[src/rtl/alu_issue_ctrl.sv]
// Issue-side controller for the SCM16 ALU: request handshake, fixed settle window, response capture.
// Optional ALU_FLAGS_EN adds registered rsp_zero_o / rsp_neg_o flags.
`timescale 1ns / 1ps

module alu_issue_ctrl #(
  parameter int unsigned SETTLE_CYCLES = 1,
  parameter int unsigned OPCODE_MAX    = 11,
  parameter int unsigned TAG_W         = 3
) (
  input  logic             clk_i,
  input  logic             rst_ni,
  input  logic             req_valid_i,
  output logic             req_ready_o,
  input  logic [3:0]       req_op_i,
  input  logic [15:0]      req_a_i,
  input  logic [15:0]      req_b_i,
  input  logic [TAG_W-1:0] req_tag_i,
  output logic [15:0]      alu_instruction_o,
  output logic [15:0]      alu_input_1_o,
  output logic [15:0]      alu_input_2_o,
  output logic             alu_enable_o,
  input  logic [15:0]      alu_output_i,
  output logic             rsp_valid_o,
  input  logic             rsp_ready_i,
  output logic [15:0]      rsp_data_o,
  output logic [TAG_W-1:0] rsp_tag_o,
  output logic             rsp_err_o,
`ifdef ALU_FLAGS_EN
  output logic             rsp_zero_o,
  output logic             rsp_neg_o,
`endif
  output logic             rsp_dz_o
);

  localparam logic [3:0] CntInit = 4'(SETTLE_CYCLES - 1);
  localparam logic [4:0] OpMax   = 5'(OPCODE_MAX);

  typedef enum logic [1:0] {StIdle, StDrive, StHold} state_e;

  state_e             state_q, state_d;
  logic [3:0]         cnt_q, cnt_d;
  logic [3:0]         op_q, op_d;
  logic [15:0]        a_q, a_d;
  logic [15:0]        b_q, b_d;
  logic [TAG_W-1:0]   tag_q, tag_d;
  logic [15:0]        data_q, data_d;
  logic               err_q, err_d;
  logic               dz_q, dz_d;
`ifdef ALU_FLAGS_EN
  logic               zero_q, zero_d;
  logic               neg_q, neg_d;
`endif

  always_comb begin
    state_d = state_q;
    cnt_d   = cnt_q;
    op_d    = op_q;
    a_d     = a_q;
    b_d     = b_q;
    tag_d   = tag_q;
    data_d  = data_q;
    err_d   = err_q;
    dz_d    = dz_q;
`ifdef ALU_FLAGS_EN
    zero_d  = zero_q;
    neg_d   = neg_q;
`endif
    unique case (state_q)
      StIdle: begin
        if (req_valid_i) begin
          op_d  = req_op_i;
          a_d   = req_a_i;
          b_d   = req_b_i;
          tag_d = req_tag_i;
          dz_d  = ((req_op_i == 4'd3) || (req_op_i == 4'd4)) && (req_b_i == 16'h0000);
          if ({1'b0, req_op_i} > OpMax) begin
            // Illegal opcode never touches the ALU; respond immediately with an error.
            state_d = StHold;
            data_d  = 16'h0000;
            err_d   = 1'b1;
`ifdef ALU_FLAGS_EN
            zero_d  = 1'b0;
            neg_d   = 1'b0;
`endif
          end else begin
            state_d = StDrive;
            cnt_d   = CntInit;
            err_d   = 1'b0;
          end
        end
      end
      StDrive: begin
        if (cnt_q != 4'd0) begin
          cnt_d = cnt_q - 4'd1;
        end else begin
          data_d  = alu_output_i;
`ifdef ALU_FLAGS_EN
          zero_d  = (alu_output_i == 16'h0000);
          neg_d   = alu_output_i[15];
`endif
          state_d = StHold;
        end
      end
      StHold: begin
        if (rsp_ready_i) state_d = StIdle;
      end
      default: state_d = StIdle;
    endcase
  end

  always_ff @(posedge clk_i or negedge rst_ni) begin
    if (!rst_ni) begin
      state_q <= StIdle;
      cnt_q   <= 4'd0;
      op_q    <= 4'd0;
      a_q     <= 16'h0000;
      b_q     <= 16'h0000;
      tag_q   <= '0;
      data_q  <= 16'h0000;
      err_q   <= 1'b0;
      dz_q    <= 1'b0;
`ifdef ALU_FLAGS_EN
      zero_q  <= 1'b0;
      neg_q   <= 1'b0;
`endif
    end else begin
      state_q <= state_d;
      cnt_q   <= cnt_d;
      op_q    <= op_d;
      a_q     <= a_d;
      b_q     <= b_d;
      tag_q   <= tag_d;
      data_q  <= data_d;
      err_q   <= err_d;
      dz_q    <= dz_d;
`ifdef ALU_FLAGS_EN
      zero_q  <= zero_d;
      neg_q   <= neg_d;
`endif
    end
  end

  // ALU ports are quiet (all zero) whenever the ALU is not being driven.
  always_comb begin
    req_ready_o       = (state_q == StIdle);
    rsp_valid_o       = (state_q == StHold);
    alu_enable_o      = (state_q == StDrive);
    alu_instruction_o = alu_enable_o ? {12'h000, op_q} : 16'h0000;
    alu_input_1_o     = alu_enable_o ? a_q : 16'h0000;
    alu_input_2_o     = alu_enable_o ? b_q : 16'h0000;
  end

  assign rsp_data_o = data_q;
  assign rsp_tag_o  = tag_q;
  assign rsp_err_o  = err_q;
  assign rsp_dz_o   = dz_q;
`ifdef ALU_FLAGS_EN
  assign rsp_zero_o = zero_q;
  assign rsp_neg_o  = neg_q;
`endif

endmodule

[config.mk]
export PLATFORM = sky130hd
export DESIGN_NAME = alu_issue_ctrl
export DESIGN_NICKNAME = d
export VERILOG_FILES = /design/src/rtl/alu_issue_ctrl.sv
export SDC_FILE = /design/constraint.sdc
export NUM_CORES = 1
export LEC_CHECK = 0
export BUFFER_PORTS_ARGS = -buffer_cell sky130_fd_sc_hd__buf_4
export CAP_MARGIN = 20
export CORE_MARGIN = 5
export CORE_UTILIZATION = 47
export DETAILED_ROUTE_END_ITERATION = 7
export PLACE_DENSITY = 0.82
export SYNTH_ARGS = -nofsm -noshare
export SYNTH_HDL_FRONTEND = slang
export SYNTH_SLANG_ARGS = --single-unit
[constraint.sdc]
create_clock -name clk_i -period 1.9 [get_ports clk_i]
set_input_delay 0.38 -clock clk_i [delete_from_list [all_inputs] [get_ports clk_i]]
set_output_delay 0.38 -clock clk_i [all_outputs]
set_load 0.01 [all_outputs]
==> results of run 1 <==
## area by class of cell
type	count	area share, %
Inverter	4	0.4610
Tap cell	75	2.305
Clock inverter	3	1.045
Multi-Input combinational cell	256	29.81
Timing Repair Buffer	127	23.82
Sequential cell	63	38.75
Clock buffer	12	3.811
## state kept, by name, indices dropped and copies added, names as in the netlist
name / count
rsp_dz_o: 1
op_q: 4
b_q: 16
rsp_tag_o: 3
rsp_data_o: 16
rsp_err_o: 1
state_q: 2
a_q: 16
cnt_q: 4
## routing by layer
metal  track usage (%)  share of wire, %
met4             7.280               1.0
met5                 0                 0
met1             26.04                43
met2             31.07                46
met3             6.145                10
## through the flow
stage                     hold WS [ns]  setup slack [ns]  total power [mW]
after CTS                       0.1481           0.02335             6.226
final                           0.1297           0.06425             6.213
after global placement          0.4495            0.2115             4.879
after global routing            0.1958          -0.02216             6.757
after detailed placement        0.4546            0.1134             5.004
after floorplan                0.08441            0.2178             3.753
## cell families after synthesis
| family | Yosys count | share of synthesized area, % |
|---|---|---|
| simple gates | 215 | 32.90 |
| fa+ha+maj | 2 | 0.8645 |
| flops | 63 | 54.47 |
| compound gates | 26 | 5.231 |
| other cells | 1 | 0.1296 |
| mux | 1 | 0.3891 |
| buf+inv | 33 | 6.010 |
## what timing repair did
action / in CTS / in global routing
buffers inserted: 1 / 0
setup endpoints to repair: 36 / 38
pin swaps: 0 / 1
resized for setup: 3 / 9
hold endpoints to repair: 0 / 0
## worst register-to-register path, delay by kind of cell (launching register included)
| family | cells | cell delay, ns |
|---|---|---|
| simple gates | 1 | 0.49 |
| fa+ha+maj | 1 | 0.20 |
| buf+inv | 1 | 0.11 |
| compound gates | 3 | 0.54 |
| flops | 1 | 0.38 |
## layout by cell type, fill, tap and decap left out, types with 2 or more instances in the layout
cell type	instances
and2_1	34
nor2_1	4
dfrtp_1	62
o21ai_0	18
nand3_1	4
nand2_1	158
inv_1	3
nor4_1	3
buf_4	125
conb_1	12
clkinvlp_4	2
clkbuf_8	11
and2_4	2
## power breakdown
group / internal, mW / total (mW) / leakage [nW] / switching (mW)
clock: 0.669 / 1.15 / 0.0985 / 0.478
sequential: 1.93 / 2.22 / 0.801 / 0.299
combinational: 1.33 / 2.84 / 1.30 / 1.51
total: 3.92 / 6.21 / 2.20 / 2.29
## path summary, 6_finish.rpt
kind	depth (start not counted)	startpoint	end
worst min register to register	2	b_q[11]$_DFFE_PN0P_	b_q[11]$_DFFE_PN0P_
worst min-delay path	1	rst_ni	a_q[3]$_DFFE_PN0P_
worst max register to register	6	cnt_q[1]$_DFFE_PN0P_	cnt_q[2]$_DFFE_PN0P_
worst max-delay path	5	state_q[0]$_DFFE_PN0P_	alu_input_2_o[9]
min in group clk_i	3	req_a_i[8]	a_q[8]$_DFFE_PN0P_
max in group asynchronous	1	rst_ni	state_q[0]$_DFFE_PN0P_
==> run metrics, run 1 <==
clock transition at the registers of the reported paths=0.07 ns; Slowest-stage cell, CP=dfrtp_2; setup TNS after final layout=0 ns; Register Area=approximately 0.0016 sq mm; sequential-to-total area share from yosys stat=between 50 and 60%; routed via count=2582; share of the synthesized area in the top cell type=54.47%; port bufs=118; leading area contributor after synthesis=dfrtp_1; WL final=7236 um; IO Count=131; footprint of the multi-input gates=0.001214 sq mm; Starting Density=between 40% and 50%; Setup Crit Path Kind=reg2out; number of antenna violations at the first check in global routing=0; skew final=0.007086 ns; core box area=just under 0.006 sq mm; drt first-iter violations=63; Leakage Power=between 2 and 2.5 nW; Final Util=approximately 70%; # Max-Cap Violations=0; Reg2Reg Setup Slack=0.14 ns; Die W=88.47 um; drt drc=0; #FFs+latches synth=63; Total Routing Usage GR=19.82%; Die Y=88.47 um; Num CTS Buffers=9; status=finished, final reports clean; ratio of cells with drive above 1 in the final layout=32.90%; ANT cells=0; Longest Clk Path Bufs=2; Hold Violations, Final=0; final slew viol count=0; Worst EP required=1.52 ns; Mean Syn Cell Area=8.487 sq um; Critical Path AT=1.46 ns; gp weighted congestion=0.7981; fillcell total=around 480; htree depth=3; Hold Path Class=in2async; Worst-Skew Late Latency=roughly 0.33 ns; measured slew at the worst slew-check pin=between 0.7 and 0.8 ns; global route overflow=0; global-route wire length before repair=12100 um; Syn Inst Count=341; synth cell count leaders=nand2_1, dfrtp_1, and2_1, o21ai_0, clkbuf_1; synth top area cells=dfrtp_1, nand2_1, and2_1; peak supply drop=0.0008261 V; post-route ant nets=0; CP Capture Type=output pin; top-count cell post-synth=nand2_1; Max Freq=0.5447 GHz; crit share post-route=96.62%; die area=0.007827 sq mm; number of global-route vias before repair=2605; Post-Place Cell Area=0.003822 sq mm; Final Non-Filler Cells=540; PwrDens=1526 mW/mm^2; cell chain of the critical path=nand2b_4 -> clkinvlp_4 -> buf_6 -> and2_1 -> buf_4; crit path max fanout=18; Final nets=522; Initial DRT Pass Iterations=4; WP buf/inv=3; root buf cell=clkbuf_8; ys flop type=dfrtp_1; area grow syn2layout=40.68%; dpl cells=between 500 and 600; Yosys warning count=0; Avg WL per Cell=13.40 um; largest net degree at the start of global routing=between 60 and 70; Synth async-reset ratio=100.0%; Post-synth EDFFs=0; Rel. slew slack=48.53%; standard-cell row count=28; minimum clock period=1.836 ns; mapped cell area=0.002894 sq mm; highest cell delay on the worst timing path=0.42 ns; fin area=between 0.004 and 0.005 sq mm; post-detail-place hpwl=5432 um; Clock Sink Count=63; nature of the critical path startpoint=flip-flop; Post-CTS Hold Buffers=0; Vias/cell=4.781; TritonCTS clock tree=built; cell family with most CP delay=buffers and inverters; RSZ-0062 raised after global routing=yes; post-synth cell types=31; endpoints failing setup=0
No activity file was read; power rests on OpenSTA's default activity.
==> inputs of run 2 (changes only) <==
- CORE_ASPECT_RATIO: default -> 0.8
- RECOVER_POWER: default -> 100
==> run 2 against run 1 <==
Routed wire length increased by 3.5%. Utilization fell by 1.6 points. First-iteration DRC count decreased by 9.5%. Critical endpoint is now alu_input_2_o[0].
==> run metrics, run 2 (synthesized netlist as in run 1, its figures left out) <==
Total Routing Usage GR=20.09% (+0.27 points); hold path start=req_a_i[10]; skew final=0.009446 ns (+0.002360 ns); Reg2Reg Setup Slack=0.13 ns (about the same); WHS=0.2307 ns (+0.1010 ns); fillcell total=514 (+6.4%); # Max-Cap Violations=0 (unchanged); crit path to=alu_input_2_o[0]; endpoints failing setup=0 (unchanged); Rel. slew slack=46.93% (-1.6 points); standard-cell row count=25 (-11%); Initial DRT Pass Iterations=5 (+1); PwrDens=1487 mW/mm^2 (-2.6%); number of antenna violations at the first check in global routing=0 (unchanged); final slew viol count=0 (unchanged); Register Area=0.001578 sq mm (unchanged); reg-to-reg critical path startpoint=cnt_q[0]$_DFFE_PN0P_; status=finished, final reports clean; peak supply drop=0.0007369 V (-11%); Pint=3.615 mW (-7.9%); clock transition at the registers of the reported paths=0.07 ns (about the same); die area=0.007836 sq mm (+0.12%); Longest Clk Path Bufs=2 (unchanged); footprint of the multi-input gates=0.001200 sq mm (-1.1%); WP buf/inv=3 (unchanged); post-route ant nets=0 (unchanged); Clock Sink Count=63 (unchanged); Worst-Skew Late Latency=0.34 ns (about the same); Die W=97.73 um (+10%); cell chain of the critical path=nand2b_4 -> clkinv_1 -> buf_12 -> and2_1 -> buf_4; dpl cells=531 (+1.3%); global route overflow=0 (unchanged); Hold Path Class=in2reg; Sw Ratio=38.77% (+1.9 points); root buf cell=clkbuf_8; Worst path depth=5 (unchanged); Final nets=524 (+0.38%); ANT cells=0 (unchanged); largest net degree at the start of global routing=40 (-38%); Avg WL per Cell=13.64 um (+1.8%); port bufs=118 (unchanged); IO Count=131 (unchanged); global-route wire length before repair=12430 um (+2.8%); gp weighted congestion=0.7472 (-6.4%); logic gate share of total power=44.9% (-0.8 points); measured slew at the worst slew-check pin=0.7960 ns (+0.02395 ns); Num CTS Buffers=9 (unchanged); R2R Path End=cnt_q[3]$_DFFE_PN0P_; Slowest-stage cell, CP=dfrtp_2; minimum clock period=1.834 ns (-0.001813 ns); number of global-route vias before repair=2632 (+1.0%); area grow syn2layout=37.18%; Worst EP required=1.52 ns (about the same); Starting Density=48.69% (+0.10 points); Sequential Power Share=37.7% (+1.9 points); htree depth=3 (unchanged); hold path depth=3; crit path max fanout=34 (+16); Clk pwr share=17.4% (-1.0 points); CP Capture Type=output pin; Critical Path Start=state_q[0]$_DFFE_PN0P_; highest cell delay on the worst timing path=0.42 ns (about the same); Die Y=80.19 um (-9.4%); Setup WS post-layout=0.06606 ns (+0.001813 ns); TritonCTS clock tree=built; setup TNS after final layout=0 ns (unchanged); Setup Crit Path Kind=reg2out; core box area=0.005943 sq mm (-0.21%); WL final=7487 um (+3.5%); Setup WS pre-CTS=0.08919 ns (-0.02420 ns); Hold Violations, Final=0 (unchanged); NetSw=2.289 mW (about the same); Critical Path AT=1.45 ns (about the same); crit share post-route=96.52% (about the same); nature of the critical path startpoint=flip-flop; drt first-iter violations=57 (-9.5%); ratio of cells with drive above 1 in the final layout=26.92% (-6.0 points); Leakage Power=2.105 nW (-4.3%); FF-to-FF path depth=6 (unchanged); post-detail-place hpwl=5608 um (+3.2%); most common cell after layout, fill and taps aside=nand2_1; drt drc=0 (unchanged); Max Freq=0.5453 GHz (about the same); cell family with most CP delay=buffers and inverters; most frequent cells in the layout=nand2_1, buf_4, dfrtp_1; Final Non-Filler Cells=549 (+1.7%); Vias/cell=4.699 (-1.7%); routed via count=2580 (-0.077%)
[run 2: routing by layer]
layer	vias to the layer above	part of all wire (%)	GRT usage (%)
li1	1290	-	-
met1	1177	42	23.60
met2	107	46	32.97
met3	6	11	10.59
met4	0	0.69	4.426
met5	-	0	0
[run 2: cell type report]
cell class / count / share of cell area (%)
clock buffers: 13 / 4.003
clock inverters: 3 / 0.4412
inverters: 4 / 0.3782
multi-input cells: 256 / 30.22
repair buffers: 129 / 22.66
flip-flops and latches: 63 / 39.74
well taps: 81 / 2.553
[run 2: worst reg2reg max path, cell delays in order, from the launching register on]
cell and delay, ns:
dfrtp_1 0.40, inv_1 0.10, ha_1 0.17, or3b_2 0.49, a22oi_2 0.29, or4_1 0.15, nand3_1 0.07
[run 2: worst min-delay path by stage]
stage / slack [ns] / to
finish: 0.23 / a_q[10]$_DFFE_PN0P_
global route: 0.21 / a_q[10]$_DFFE_PN0P_
CTS: 0.22 / a_q[10]$_DFFE_PN0P_
detailed placement: 0.33 / a_q[9]$_DFFE_PN0P_
global placement: 0.33 / a_q[5]$_DFFE_PN0P_
floorplan: 0.08 / a_q[0]$_DFFE_PN0P_
[run 2: timing repair]
item,in CTS,in global routing
hold buffers,1,0
hold endpoints to repair,27,0
setup endpoints to repair,37,36
buffers inserted,1,0
resized for setup,3,3
[run 2: power by group through the flow]
stage | clock, mW | combinational, mW | sequential (mW)
2_1_floorplan | 0 | 1.50 | 2.25
3_3_place_gp | 0 | 2.68 | 2.23
3_5_place_dp | 0 | 2.75 | 2.26
4_1_cts | 1.06 | 2.82 | 2.23
5_1_grt | 1.14 | 2.98 | 2.30
6_report | 1.03 | 2.65 | 2.22
[run 2: through the flow]
| stage | instance area, sq um | power [mW] | util, % |
|---|---|---|---|
| after global placement | 3850 | 4.906 | 64.78 |
| after CTS | 4056 | 6.112 | 68.25 |
| after detailed placement | 3850 | 5.009 | 64.78 |
| after global routing | 3970 | 6.424 | 66.80 |
| after floorplan | 2935 | 3.753 | - |
| final | 3970 | 5.904 | 66.80 |
